===== src/rtl/ollar_bus_pkg.sv =====
// Shared types and helpers for the OLLAR shared-bus arbiter.
package ollar_bus_pkg;

  typedef enum logic [1:0] {IDLE, BUSY, RESP} state_t;

  // Wide enough for any practical bus; users slice the low DATA_W bits.
  localparam logic [1023:0] ERR_DATA = '1;

  function automatic int clog2(input int value);
    int r = 0;
    for (int i = 0; i < 31; i++) if ((1 << i) < value) r = i + 1;
    return r;
  endfunction

endpackage


===== src/rtl/ollar_rr_pick.sv =====
// Combinational round-robin priority encoder: first set req at or after pointer.
module ollar_rr_pick import ollar_bus_pkg::*; #(
  parameter int NUM_CORES = 4,
  parameter int IDX_W     = (NUM_CORES > 1) ? clog2(NUM_CORES) : 1
) (
  input  logic [NUM_CORES-1:0] req,
  input  logic [IDX_W-1:0]     pointer,
  output logic [IDX_W-1:0]     index,
  output logic                 valid
);

  always_comb begin
    int               j;
    logic [IDX_W-1:0] jj;
    index = '0;
    valid = 1'b0;
    j     = 0;
    jj    = '0;
    // Scan from the farthest offset down so the nearest requester wins last.
    for (int i = NUM_CORES - 1; i >= 0; i--) begin
      j = int'(pointer) + i;
      if (j >= NUM_CORES) j = j - NUM_CORES;
      jj = j[IDX_W-1:0];
      if (req[jj]) begin
        index = jj;
        valid = 1'b1;
      end
    end
  end

endmodule


===== src/rtl/ollar_bus_arbiter.sv =====
// Round-robin arbiter sharing one memory port among NUM_CORES cores,
// with per-core bus lock and a saturating mem_ack timeout.
module ollar_bus_arbiter import ollar_bus_pkg::*; #(
  parameter int NUM_CORES = 4,
  parameter int ADDR_W    = 32,
  parameter int DATA_W    = 32,
  parameter int TIMEOUT   = 255
) (
  input  logic                        CLOCK_PIN,
  input  logic                        RESET_PIN,
  input  logic [NUM_CORES-1:0]        core_req,
  input  logic [NUM_CORES-1:0]        core_we,
  input  logic [NUM_CORES-1:0]        core_lock,
  input  logic [NUM_CORES*ADDR_W-1:0] core_addr,
  input  logic [NUM_CORES*DATA_W-1:0] core_wdata,
  output logic [DATA_W-1:0]           core_rdata,
  output logic [NUM_CORES-1:0]        core_ack,
  output logic                        core_err,
  output logic                        mem_req,
  output logic                        mem_we,
  output logic [ADDR_W-1:0]           mem_addr,
  output logic [DATA_W-1:0]           mem_wdata,
  input  logic [DATA_W-1:0]           mem_rdata,
  input  logic                        mem_ack
);

  localparam int IDX_W = (NUM_CORES > 1) ? clog2(NUM_CORES) : 1;
  localparam int CNT_W = clog2(TIMEOUT + 1);
  localparam logic [CNT_W-1:0] CNT_MAX = CNT_W'(TIMEOUT);

  state_t state, state_nxt;

  logic [NUM_CORES-1:0][ADDR_W-1:0] addr_v;
  logic [NUM_CORES-1:0][DATA_W-1:0] wdata_v;
  logic [IDX_W-1:0] ptr, grant, lock_own, pick_idx, sel;
  logic             lock_vld, pick_vld, lock_hit, start, expired;
  logic [CNT_W-1:0] cnt;

  assign addr_v  = core_addr;
  assign wdata_v = core_wdata;

  ollar_rr_pick #(.NUM_CORES(NUM_CORES), .IDX_W(IDX_W)) u_pick (
    .req     (core_req),
    .pointer (ptr),
    .index   (pick_idx),
    .valid   (pick_vld)
  );

  // A locked owner that is still requesting bypasses the rotation.
  assign lock_hit = lock_vld && core_req[lock_own];
  assign sel      = lock_hit ? lock_own : pick_idx;
  assign start    = lock_hit || pick_vld;
  assign expired  = (cnt == CNT_MAX);

  always_ff @(posedge CLOCK_PIN or negedge RESET_PIN) begin
    if (!RESET_PIN) state <= IDLE;
    else            state <= state_nxt;
  end

  always_comb begin
    state_nxt = state;
    case (state)
      IDLE:    if (start) state_nxt = BUSY;
      BUSY:    if (mem_ack || expired) state_nxt = RESP;
      RESP:    state_nxt = IDLE;
      default: state_nxt = IDLE;
    endcase
  end

  always_ff @(posedge CLOCK_PIN or negedge RESET_PIN) begin
    if (!RESET_PIN) begin
      ptr        <= '0;
      grant      <= '0;
      lock_own   <= '0;
      lock_vld   <= 1'b0;
      cnt        <= '0;
      core_rdata <= '0;
      core_ack   <= '0;
      core_err   <= 1'b0;
      mem_req    <= 1'b0;
      mem_we     <= 1'b0;
      mem_addr   <= '0;
      mem_wdata  <= '0;
    end else begin
      case (state)
        IDLE: begin
          if (lock_vld && !(core_lock[lock_own] && core_req[lock_own])) lock_vld <= 1'b0;
          if (start) begin
            grant     <= sel;
            mem_req   <= 1'b1;
            mem_we    <= core_we[sel];
            mem_addr  <= addr_v[sel];
            mem_wdata <= wdata_v[sel];
            cnt       <= '0;
          end
        end
        BUSY: begin
          // An ack in the final counted cycle still wins over the timeout.
          if (mem_ack) begin
            mem_req    <= 1'b0;
            core_rdata <= mem_rdata;
            core_ack   <= NUM_CORES'(1) << grant;
            core_err   <= 1'b0;
          end else if (expired) begin
            mem_req    <= 1'b0;
            core_rdata <= ERR_DATA[DATA_W-1:0];
            core_ack   <= NUM_CORES'(1) << grant;
            core_err   <= 1'b1;
          end else begin
            cnt <= cnt + 1'b1;
          end
        end
        RESP: begin
          core_ack <= '0;
          core_err <= 1'b0;
          if (core_lock[grant]) begin
            lock_own <= grant;
            lock_vld <= 1'b1;
          end else begin
            lock_vld <= 1'b0;
            ptr      <= (grant == IDX_W'(NUM_CORES - 1)) ? '0 : grant + 1'b1;
          end
        end
        default: ;
      endcase
    end
  end

endmodule


===== config.mk =====
export PLATFORM = sky130hd
export DESIGN_NAME = ollar_bus_arbiter
export DESIGN_NICKNAME = d
export VERILOG_FILES = /design/src/rtl/ollar_bus_pkg.sv /design/src/rtl/ollar_rr_pick.sv /design/src/rtl/ollar_bus_arbiter.sv
export SDC_FILE = /design/constraint.sdc
export NUM_CORES = 1
export LEC_CHECK = 0
export ABC_AREA = 1
export CELL_PAD_IN_SITES_DETAIL_PLACEMENT = 1
export CELL_PAD_IN_SITES_GLOBAL_PLACEMENT = 1
export CORE_AREA = 3 3 155 157
export DETAILED_ROUTE_END_ITERATION = 10
export DIE_AREA = 0 0 158 160
export DONT_BUFFER_PORTS = 1
export PLACE_DENSITY_LB_ADDON = 0.1
export SETUP_SLACK_MARGIN = 0.05
export SYNTH_ARGS = -nofsm -noshare
export SYNTH_HDL_FRONTEND = slang
export SYNTH_SLANG_ARGS = --single-unit

===== constraint.sdc =====
create_clock -name CLOCK_PIN -period 6.05 [get_ports CLOCK_PIN]
set_clock_uncertainty 0.2 [all_clocks]
set_input_delay 1.21 -clock CLOCK_PIN [delete_from_list [all_inputs] [get_ports CLOCK_PIN]]
set_output_delay 1.21 -clock CLOCK_PIN [all_outputs]
set_load 0.01 [all_outputs]

=== After elaboration in Yosys (flattened, before gate mapping) ===
Index checks and enable logic that the tools add are counted.

* Add/subtract/negate cells: 9
* Reductions and logical operators: 20
* Equality and inequality tests: 10
* Bitwise logic cells: 1
* Order comparisons: 11
* Shifts and indexed selects: 1
* Muxes and demuxes: 56

{| class="wikitable"
|+ Operator list
! kind !! number
|-
| 32-bit binary-select mux with 2-bit select || 2
|-
| 32-bit 2-to-1 mux || 4
|-
| 2-bit 2-to-1 mux || 12
|-
| 8-bit 2-to-1 mux || 3
|-
| 2-bit by 3-bit less-than comparator with 1-bit output, second input constant || 7
|-
| 1-bit 2-to-1 mux || 19
|-
| 1-bit binary-select mux with 2-bit select || 8
|-
| 8-bit case mux with 2 select lines || 1
|-
| 2-bit AND reduction || 7
|-
| 2-bit != test, second input constant || 5
|-
| 3-bit >= comparator, second input constant || 3
|-
| 8-bit by 1-bit adder with 8-bit output, second input constant || 1
|-
| 8-bit == test, second input constant || 1
|-
| 4-bit 2-to-1 mux || 2
|-
| 4-bit case mux with 2 select lines || 1
|-
| 2-bit nonzero test || 4
|-
| 2-bit by 1-bit subtractor with 2-bit output, second input constant || 4
|-
| 2-bit by 2-bit adder with 3-bit output, second input constant || 2
|-
| 1-bit case mux with 2 select lines || 3
|-
| 2-bit == test, second input constant || 2
|-
| 2-bit case mux with 2 select lines || 1
|-
| 4-bit AND reduction || 1
|-
| 1-bit by 2-bit << shifter with 4-bit output, first input constant || 1
|-
| 2-bit by 1-bit adder with 3-bit output, second input constant || 1
|-
| other kinds (10) || 13
|}

* Register bits: 120
* Output and inout bits: 103
* Word-level logic and storage cells: 121
* Input port bits: 303

=== Logic depth before layout (Yosys ltp) ===
Gate-level depths: netlist of run 1.

* Depth after elaboration: 12
* Mapped depth: 18
* Gate-level depth less buffers: 16

=== By module ===
A second synthesis of run 1 with hierarchy kept.

* Cell total of the unflattened synthesis: 1316
* Area, all modules: 8373.0 um^2

{| class="wikitable"
|+ Modules (own cells, without submodules)
! module !! cells an instance !! instances !! seq. area each (um^2) !! area an instance (um^2)
|-
| ollar_bus_arbiter || 1272 || 1 || 3002.9 || 8147.8
|-
| ollar_rr_pick || 44 || 1 || 0.0 || 225.2
|}

=== Least setup slack after synthesis of run 1 ===
No wires, ideal clock.

* Path kind: input port to flip-flop
* Start: input port core_req[0]
* End: register mem_wdata[28]
* Path buffers: 2
* Path slack: 3272 ps
* Data required time: 5720 ps
* Cell stages on the path: 14
* Library setup time: 130 ps
* Arrival time: 2447 ps
* Cell sequence: inv_1 -> nand2_1 -> nand3_1 -> nand2_1 -> inv_1 -> nor2_1 -> nor2_1 -> nand2_1 -> nand3_4 -> nand2_4 -> buf_6 -> buf_6 -> o211ai_1 -> nand3_1

* Word-level cells in the longest chain between the ends: 9

{| class="wikitable"
|+ RTL lines
! item !! RTL line !! text
|-
| start: declaration || ollar_bus_arbiter.sv:11 || <nowiki>input logic [NUM_CORES-1:0] core_req,</nowiki>
|-
| 1-bit binary-select mux with 2-bit select || ollar_rr_pick.sv:24 || <nowiki>if (req[jj]) begin</nowiki>
|-
| 1-bit 2-to-1 mux (not written as such) || ollar_rr_pick.sv:24 ||
|-
| 2-bit 2-to-1 mux (4 in a row) || ollar_rr_pick.sv:24 ||
|-
| 2-bit 2-to-1 mux || ollar_bus_arbiter.sv:51 || <nowiki>assign sel = lock_hit ? lock_own : pick_idx;</nowiki>
|-
| 32-bit binary-select mux with 2-bit select || ollar_bus_arbiter.sv:93 || <nowiki>mem_wdata <= wdata_v[sel];</nowiki>
|-
| 32-bit 2-to-1 mux (not written as such) || ollar_bus_arbiter.sv:93 ||
|-
| end signal: assignment || ollar_bus_arbiter.sv:93 ||
|-
| end: declaration || ollar_bus_arbiter.sv:22 || <nowiki>output logic [DATA_W-1:0] mem_wdata,</nowiki>
|}

Parallel ways exist; a longest one is shown, timed or not. The select of a mux whose other input is x is not followed.
A chain may end at the register's enable or synchronous reset.

=== Worst setup path after layout of run 1 ===
* Start: input port core_req[2]
* End: register mem_addr[29]

* Word-level cells in the longest chain between the ends: 9

{| class="wikitable"
|+ RTL lines
! item !! RTL line !! text
|-
| 1-bit binary-select mux with 2-bit select || ollar_rr_pick.sv:24 ||
|-
| 1-bit 2-to-1 mux (not written as such) || ollar_rr_pick.sv:24 ||
|-
| 2-bit 2-to-1 mux (4 in a row) || ollar_rr_pick.sv:24 ||
|-
| 2-bit 2-to-1 mux || ollar_bus_arbiter.sv:51 ||
|-
| 32-bit binary-select mux with 2-bit select || ollar_bus_arbiter.sv:92 || <nowiki>mem_addr <= addr_v[sel];</nowiki>
|-
| 32-bit 2-to-1 mux (not written as such) || ollar_bus_arbiter.sv:92 ||
|-
| end signal: assignment || ollar_bus_arbiter.sv:92 ||
|-
| end: declaration || ollar_bus_arbiter.sv:21 || <nowiki>output logic [ADDR_W-1:0] mem_addr,</nowiki>
|}

Parallel ways exist; a longest one is shown, timed or not. The select of a mux whose other input is x is not followed.

==> qor.csv, run 1 <==
stage,metric,value,unit
sta,setup_viol,0,
sta,rsz0062_at_grt,no,
route,post_drt_via_cell_ratio,5.10,
power_and_ir_drop,vdd_drop_max,574,uV
cts,cts.root.buffer_cell,sky130_fd_sc_hd__clkbuf_16,
logic_synthesis,synth.ff_latch_count,120,
cts,tritoncts_num_sinks,120,
power_and_ir_drop,power.switching_fraction,52.3,%
logic_synthesis,synth_mux_area_share,0,%
global_routing,grt_util_all_layers,21.1,%
route,detail_route.wirelength,27.3,mm
global_routing,grt_max_degree,130,
floorplan,row_count,55,
route,detailedRoute.firstPassIterationCount,4,
cts,insertion_delay,410,ps
critical_path,critical_path.n_buffers_inverters,2,
global_routing,initial_antenna_violation_count,0,
sta,final.period_utilization,60.5,%
floorplan,floorplan.die.height,160,um
cts,cts.reportedPaths.clkPinSlew,60,ps
logic_synthesis,ys_seq_area_share,37.9,%
floorplan,die_area,25300,um^2
sta,finalSetupTns,0,ps
power_and_ir_drop,net-switching-power,3000,uW
logic_synthesis,synthSimpleGateAreaFrac,33.6,%
critical_path,crit_path_top_delay_cell,sky130_fd_sc_hd__nand3_4,
critical_path,worst_path_dominant_cell_family,simple AND/OR/NAND/NOR gates,
cts,holdBufCountCts,0,
floorplan,core-area,22600,um^2
route,drtAntennaViolNets,0,
route,via_count,7214,
route,wire_per_inst,19.3,um
power_and_ir_drop,p_seq_share,29.9,%
cts,cts_max_level,4,
logic_synthesis,synth_top_family_by_area,simple AND/OR/NAND/NOR gates,
final_layout,insertedDiodeCount,0,
power_and_ir_drop,power_frac_clock,18.1,%
logic_synthesis,synth-edff-count,0,
critical_path,timing.critical_path.slowest_cell_delay,520,ps
placed_design,postPlaceCellArea,7930,um^2
final_layout,filler_cell_count,2904,
logic_synthesis,syn-mean-instance-area,6.85,um^2
sta,tightestPinTransition,1110,ps
critical_path,setup_crit_start,core_req[2],
outcome,outcome,"finished, final reports clean",
cts,post_cts_sizing_count,0,
global_routing,grt-ovfl-total,0,
logic_synthesis,ys_warn_count,0,
logic_synthesis,synth.largest_area_cell,sky130_fd_sc_hd__dfrtp_1,
cts,cts_buffers,17,
global_routing,grt_pass1_wl,42.2,mm
floorplan,die_width,158,um
route,drcViolationCount,0,
final_layout,syn2layout_area_growth,7.71,%
floorplan,initial_utilization,35.0,%
placed_design,port_buffers,0,
cts,post-cts-setup-buffers,0,
final_layout,final_layout_size_suffix_gt1_share,7.00,%
logic_synthesis,async_reset_ff_share,100,%
critical_path,cp_common_cell,sky130_fd_sc_hd__nand2_1,
critical_path,setup.worst_path.end_class,register,
sta,slew_headroom,25.7,%
critical_path,worstSetupStartpointType,input pin,
logic_synthesis,synth_fp_nets,1464,
critical_path,critical_path.reg2reg.startpoint,ptr[0]$_DFFE_PN0P_,
sta,finalCriticalPeriod,3660,ps
power_and_ir_drop,power.combinational.fraction,52.0,%
final_layout,final_net_count,1424,
power_and_ir_drop,ratio_of_total_power_to_cell_area,672,nW/um^2
cts,tritoncts,built,
job,timing.max_cap.violations,0,
final_layout,finalInstanceArea,8530,um^2
logic_synthesis,synth_area,7920,um^2
floorplan,ioPinCount,406,
hold_path,type_of_the_worst_min_delay_path,in2async,
placed_design,gp_routability_congestion,0.835,
logic_synthesis,synth_compound_area_share,10.5,%
sta,max_clock_freq,273,MHz
logic_synthesis,post_synth_inst_count,1156,
sta,finalHoldViolations,0,
logic_synthesis,netlist_top_cells_area,"sky130_fd_sc_hd__dfrtp_1, sky130_fd_sc_hd__nand2_1, sky130_fd_sc_hd__nand3_1, sky130_fd_sc_hd__inv_1, sky130_fd_sc_hd__o211ai_2",
critical_path,crit_fanout,129,
critical_path,cp.required,6130,ps
sta,finalMaxSlewViolations,0,
power_and_ir_drop,power.internal,2730,uW
cts,max-clock-path-buffers,2,
global_routing,first_global_vias,7526,
logic_synthesis,top_area_cell_type_share_of_the_netlist_area,37.9,%
critical_path,crit_type,in2reg,
logic_synthesis,synth_xor_area_share,0.111,%
logic_synthesis,yosysUniqueCellTypes,33,
route,drtIter0Drc,336,
logic_synthesis,postSynth.topFlopCell,sky130_fd_sc_hd__dfrtp_1,
placed_design,post-dp-hpwl,19.7,mm
logic_synthesis,synthAdderAreaFrac,0.790,%
power_and_ir_drop,power.static_leakage,0.00484,uW
critical_path,critPathArrivalTime,3740,ps
critical_path,critical_path.cell_chain,nand2_1 > nand2_1 > nand2_1 > nand2_2 > inv_2 > nand2_1 > nand2_1 > nand2_1 > nand3_4 > nand2_4 > buf_12 > nand2_1 > o211ai_2 > nand3_1,
power by group through the flow:
stage | clock (uW) | combinational (uW) | sequential [uW]
after floorplan | 0 | 2630 | 1560
after global routing | 1110 | 3460 | 1770
after CTS | 1070 | 3060 | 1730
after detailed placement | 0 | 3070 | 1740
final | 1040 | 2980 | 1710
after global placement | 0 | 3010 | 1750
cells in the mapped netlist, drive strengths merged (5+ instances only):
| cell type | number |
|---|---|
| a21oi | 10 |
| buf | 47 |
| clkbuf | 18 |
| dfrtp | 120 |
| ha | 5 |
| inv | 251 |
| nand2 | 363 |
| nand3 | 233 |
| nor2 | 20 |
| o211ai | 38 |
| o21ai | 11 |
| o22a | 32 |
kinds of logic after synthesis:
group | Yosys count
flops | 120
buf+inv | 316
xor+xnor | 1
compound gates | 95
simple gates | 619
fa+ha+maj | 5
per-layer routing:
layer  up-vias  share of wire, %  global-route usage [%]
met3        33               7.4                    6.99
li1       3506                 -                       -
met5         -                 0                       0
met2       244                51                    36.6
met4         0               2.7                    7.08
met1      3431                39                    24.4
layout make-up:
| type | instances | area, um^2 | area share (%) |
|---|---|---|---|
| inverters | 251 | 945 | 11.1 |
| clock inverters | 15 | 173 | 2.02 |
| clock buffers | 17 | 425 | 4.99 |
| flip-flops and latches | 120 | 3000 | 35.2 |
| well taps | 285 | 357 | 4.18 |
| repair buffers | 6 | 57.6 | 0.675 |
| multi-input cells | 720 | 3570 | 41.9 |
stage by stage:
stage / instances / setup slack (ps) / power [uW] / util [%] / hold slack, ps
finish: 1414 / 2390 / 5730 / 37.7 / 291
global route: 1414 / 2100 / 6340 / 37.7 / 263
CTS: 1414 / 2400 / 5870 / 37.7 / 265
detailed placement: 1382 / 1950 / 4800 / 35.0 / 298
global placement: 1382 / 1950 / 4750 / 35.0 / 283
floorplan: 1156 / 3270 / 4200 / - / 264
state kept, by name, summed over array words and instances, names as in the netlist:
name        count
core_ack        4
lock_own        2
mem_req         1
core_rdata     32
mem_addr       32
mem_wdata      32
ptr             2
lock_vld        1
grant           2
cnt             8
core_err        1
mem_we          1
state           2
worst reg2reg max path, delay by kind of cell (launching register included):
kind                   cells  cell delay, ps
flip-flops                 1             580
AO/OA/AOI/OAI              1             120
buffers and inverters      2             540
AND/OR/NAND/NOR           11            2010
cells in the final DEF (no fill, tap or decap), types with 9 or more instances in the layout:
cell | Yosys | layout
sky130_fd_sc_hd__inv_1 | 246 | 246
sky130_fd_sc_hd__o21ai_0 | 9 | 9
sky130_fd_sc_hd__dfrtp_1 | 120 | 120
sky130_fd_sc_hd__o211ai_2 | 26 | 26
sky130_fd_sc_hd__nand3_1 | 232 | 232
sky130_fd_sc_hd__nand2_1 | 358 | 357
sky130_fd_sc_hd__a21oi_1 | 10 | 10
sky130_fd_sc_hd__o22a_1 | 32 | 32
sky130_fd_sc_hd__o211ai_1 | 12 | 12
sky130_fd_sc_hd__clkbuf_16 | 0 | 17
sky130_fd_sc_hd__nor2_1 | 18 | 18
path summary, 6_finish.rpt:
check / endpoint / slack (ps) / cells past startpoint
worst max-delay path: mem_addr[29]$_DFFE_PN0P_ / 2390 / 14
worst max register to register: mem_addr[29]$_DFFE_PN0P_ / 2490 / 14
worst min register to register: cnt[6]$_DFFE_PN0P_ / 310 / 1
worst min-delay path: mem_addr[20]$_DFFE_PN0P_ / 290 / 0
max in group asynchronous: ptr[0]$_DFFE_PN0P_ / 5100 / 0
min in group CLOCK_PIN: cnt[6]$_DFFE_PN0P_ / 310 / 1
Note: power is estimated with default switching activity, not from simulation.
==> run 2, diff against run 1 <==
- CORE_AREA: 3 3 155 157 -> 3 3 156 158
- DIE_AREA: 0 0 158 160 -> 0 0 159 161
- clock period: 6.05 -> 3.2 ns (I/O delays scaled with it)
==> qor.csv, run 2 (synthesis gave the netlist of run 1 again) <==
stage,metric,value,unit,change
outcome,violations,hold timing,,
cts,tritoncts_num_sinks,120,,unchanged
floorplan,die_width,159,um,was 158 um
floorplan,initial_utilization,34.0,%,was 35.0%
floorplan,ioPinCount,406,,unchanged
critical_path,cp_common_cell,sky130_fd_sc_hd__nand2_1,,unchanged
power_and_ir_drop,totalPowerFinal,11000,uW,was 5730 uW
sta,finalSetupTns,0,ps,unchanged
final_layout,regArea,3000,um^2,unchanged
final_layout,filler_cell_count,3012,,was 2904
sta,finalMaxSlewViolations,0,,unchanged
global_routing,grt_max_degree,121,,was 130
critical_path,crit_path_top_delay_cell,sky130_fd_sc_hd__dfrtp_1,,was sky130_fd_sc_hd__nand3_4
global_routing,first_global_vias,7469,,was 7526
critical_path,crit_type,reg2reg,,was in2reg
outcome,outcome,"finished, violations left",,"was finished, final reports clean"
critical_path,worst_r2r_path_depth,16,,was 14
route,drtIter0Drc,364,,was 336
sta,post_route_setup_slack,495,ps,was 2390 ps
route,drcViolationCount,0,,unchanged
power_and_ir_drop,ratio_of_total_power_to_cell_area,1280,nW/um^2,was 672 nW/um^2
critical_path,worstSetupStartpointType,register,,was input pin
sta,hold_ws,-284,ps,was 291 ps
power_and_ir_drop,vdd_drop_max,848,uV,was 574 uV
final_layout,final_net_count,1432,,was 1424
global_routing,grt_util_all_layers,21.0,%,was 21.1%
route,detailedRoute.firstPassIterationCount,4,,unchanged
final_layout,layout_utilization,37.1,%,was 37.7%
sta,tightestPinTransition,1120,ps,was 1110 ps
final_layout,syn2layout_area_growth,9.08,%,was 7.71%
hold_path,type_of_the_worst_min_delay_path,in2async,,unchanged
critical_path,critical_path.cell_chain,inv_4 > nand2_1 > nand2_1 > nand2_1 > nand2_2 > inv_2 > nand2_1 > nand2_1 > nand2_1 > nand3_4 > buf_4 > nand3_1 > nand3_1 > nand2_1 > nand2_1 > nand2_1,,was nand2_1 > nand2_1 > nand2_1 > nand2_2 > inv_2 > nand2_1 > nand2_1 > nand2_1 > nand3_4 > nand2_4 > buf_12 > nand2_1 > o211ai_2 > nand3_1
power_and_ir_drop,power.static_leakage,0.00487,uW,was 0.00484 uW
global_routing,grt-ovfl-total,0,,unchanged
placed_design,worst_slack_at_placement,428,ps,was 1950 ps
floorplan,die_area,25600,um^2,was 25300 um^2
cts,max-clock-path-buffers,2,,unchanged
route,detail_route.wirelength,27.7,mm,was 27.3 mm
critical_path,timing.critical_path.slowest_cell_delay,570,ps,was 520 ps
cts,cts.reportedPaths.clkPinSlew,70,ps,was 60 ps
placed_design,port_buffers,0,,unchanged
critical_path,setup.worst_path.end_class,register,,unchanged
floorplan,floorplan.die.height,161,um,was 160 um
job,timing.max_cap.violations,0,,unchanged
critical_path,critPathArrivalTime,2810,ps,was 3740 ps
cts,cts_buffers,17,,unchanged
floorplan,row_count,56,,was 55
sta,finalHoldViolations,120,,was 0
global_routing,grt_pass1_wl,42.7,mm,was 42.2 mm
final_layout,insertedDiodeCount,0,,unchanged
critical_path,r2r_endpoint,mem_addr[22]$_DFFE_PN0P_,,was mem_addr[29]$_DFFE_PN0P_
final_layout,mostFrequentLayoutCell,sky130_fd_sc_hd__nand2_1,,unchanged
final_layout,final_layout_size_suffix_gt1_share,7.65,%,was 7.00%
sta,rsz0062_at_grt,no,,unchanged
cts,post-cts-setup-buffers,0,,unchanged
sta,max_clock_freq,370,MHz,
route,drtAntennaViolNets,0,,unchanged
placed_design,post-dp-hpwl,20.6,mm,was 19.7 mm
cts,tritoncts,built,,unchanged
final_layout,mostFrequentLayoutCells,"sky130_fd_sc_hd__nand2_1, sky130_fd_sc_hd__inv_1, sky130_fd_sc_hd__nand3_1, sky130_fd_sc_hd__dfrtp_1, sky130_fd_sc_hd__o22a_1",,unchanged
sta,finalCriticalPeriod,2710,ps,
placed_design,gp_routability_congestion,0.814,,was 0.835
route,post_drt_via_cell_ratio,4.92,,was 5.10
cts,post_cts_sizing_count,0,,unchanged
critical_path,cp.required,3310,ps,was 6130 ps
cts,cts_max_level,4,,unchanged
critical_path,worst_setup_slack_for_register_to_register_paths,490,ps,was 2490 ps
cts,cts.root.buffer_cell,sky130_fd_sc_hd__clkbuf_16,,unchanged
critical_path,crit_fanout,54,,was 129
sta,setup_viol,0,,unchanged
route,wire_per_inst,19.0,um,was 19.3 um
floorplan,core-area,23300,um^2,was 22600 um^2
sta,final.period_utilization,84.5,%,
sta,slew_headroom,25.1,%,was 25.7%
cts,insertion_delay,410,ps,about the same
final_layout,biggestRegsByFlops,"core_rdata x32, mem_addr x32, mem_wdata x32",,unchanged
final_layout,multi_input_gate_area,3570,um^2,unchanged
global_routing,initial_antenna_violation_count,0,,unchanged
critical_path,critical_path.reg2reg.startpoint,ptr[0]$_DFFE_PN0P_,,unchanged
route,via_count,7168,,was 7214
run 2: how the worst max path moves through the flow:
stage	from	endpoint	slack, ps	cells after the start
final	ptr[0]$_DFFE_PN0P_	mem_addr[22]$_DFFE_PN0P_	490	16
after global routing	ptr[0]$_DFFE_PN0P_	cnt[6]$_DFFE_PN0P_	200	11
after CTS	ptr[0]$_DFFE_PN0P_	cnt[6]$_DFFE_PN0P_	410	11
after floorplan	core_req[0]	mem_wdata[28]$_DFFE_PN0P_	990	14
after detailed placement	ptr[0]$_DFFE_PN0P_	cnt[6]$_DFFE_PN0P_	430	11
after global placement	ptr[0]$_DFFE_PN0P_	cnt[6]$_DFFE_PN0P_	500	11
run 2: critical path, delay by kind of cell, from the launching register on:
kind | cells | cell delay, ps
simple gates | 13 | 1140
buf+inv | 3 | 640
flops | 1 | 570
run 2: metrics by stage:
step	std cells	area, um^2
3_3_place_gp	1424	8060
3_5_place_dp	1424	8060
5_1_grt	1456	8640
6_report	1456	8640
2_1_floorplan	1156	7920
4_1_cts	1456	8640
run 2: per-layer routing:
layer  GRT usage, %  routed length (um)
met1           25.4               11300
met2           36.2               13900
met3           6.49                1860
met4           6.13                 607
met5              0                   0
run 2: power by group:
group	switching [uW]	internal, uW
Clock	836	1040
Sequential	985	2270
Combinational	3980	1910
run 2: area by class of cell:
type | instances | area share [%]
clock buffer | 17 | 4.92
clock inverter | 15 | 1.78
inverter | 251 | 10.9
multi-input combinational | 720 | 41.3
sequential | 120 | 34.8
tap | 319 | 4.62
timing repair buffer | 14 | 1.65
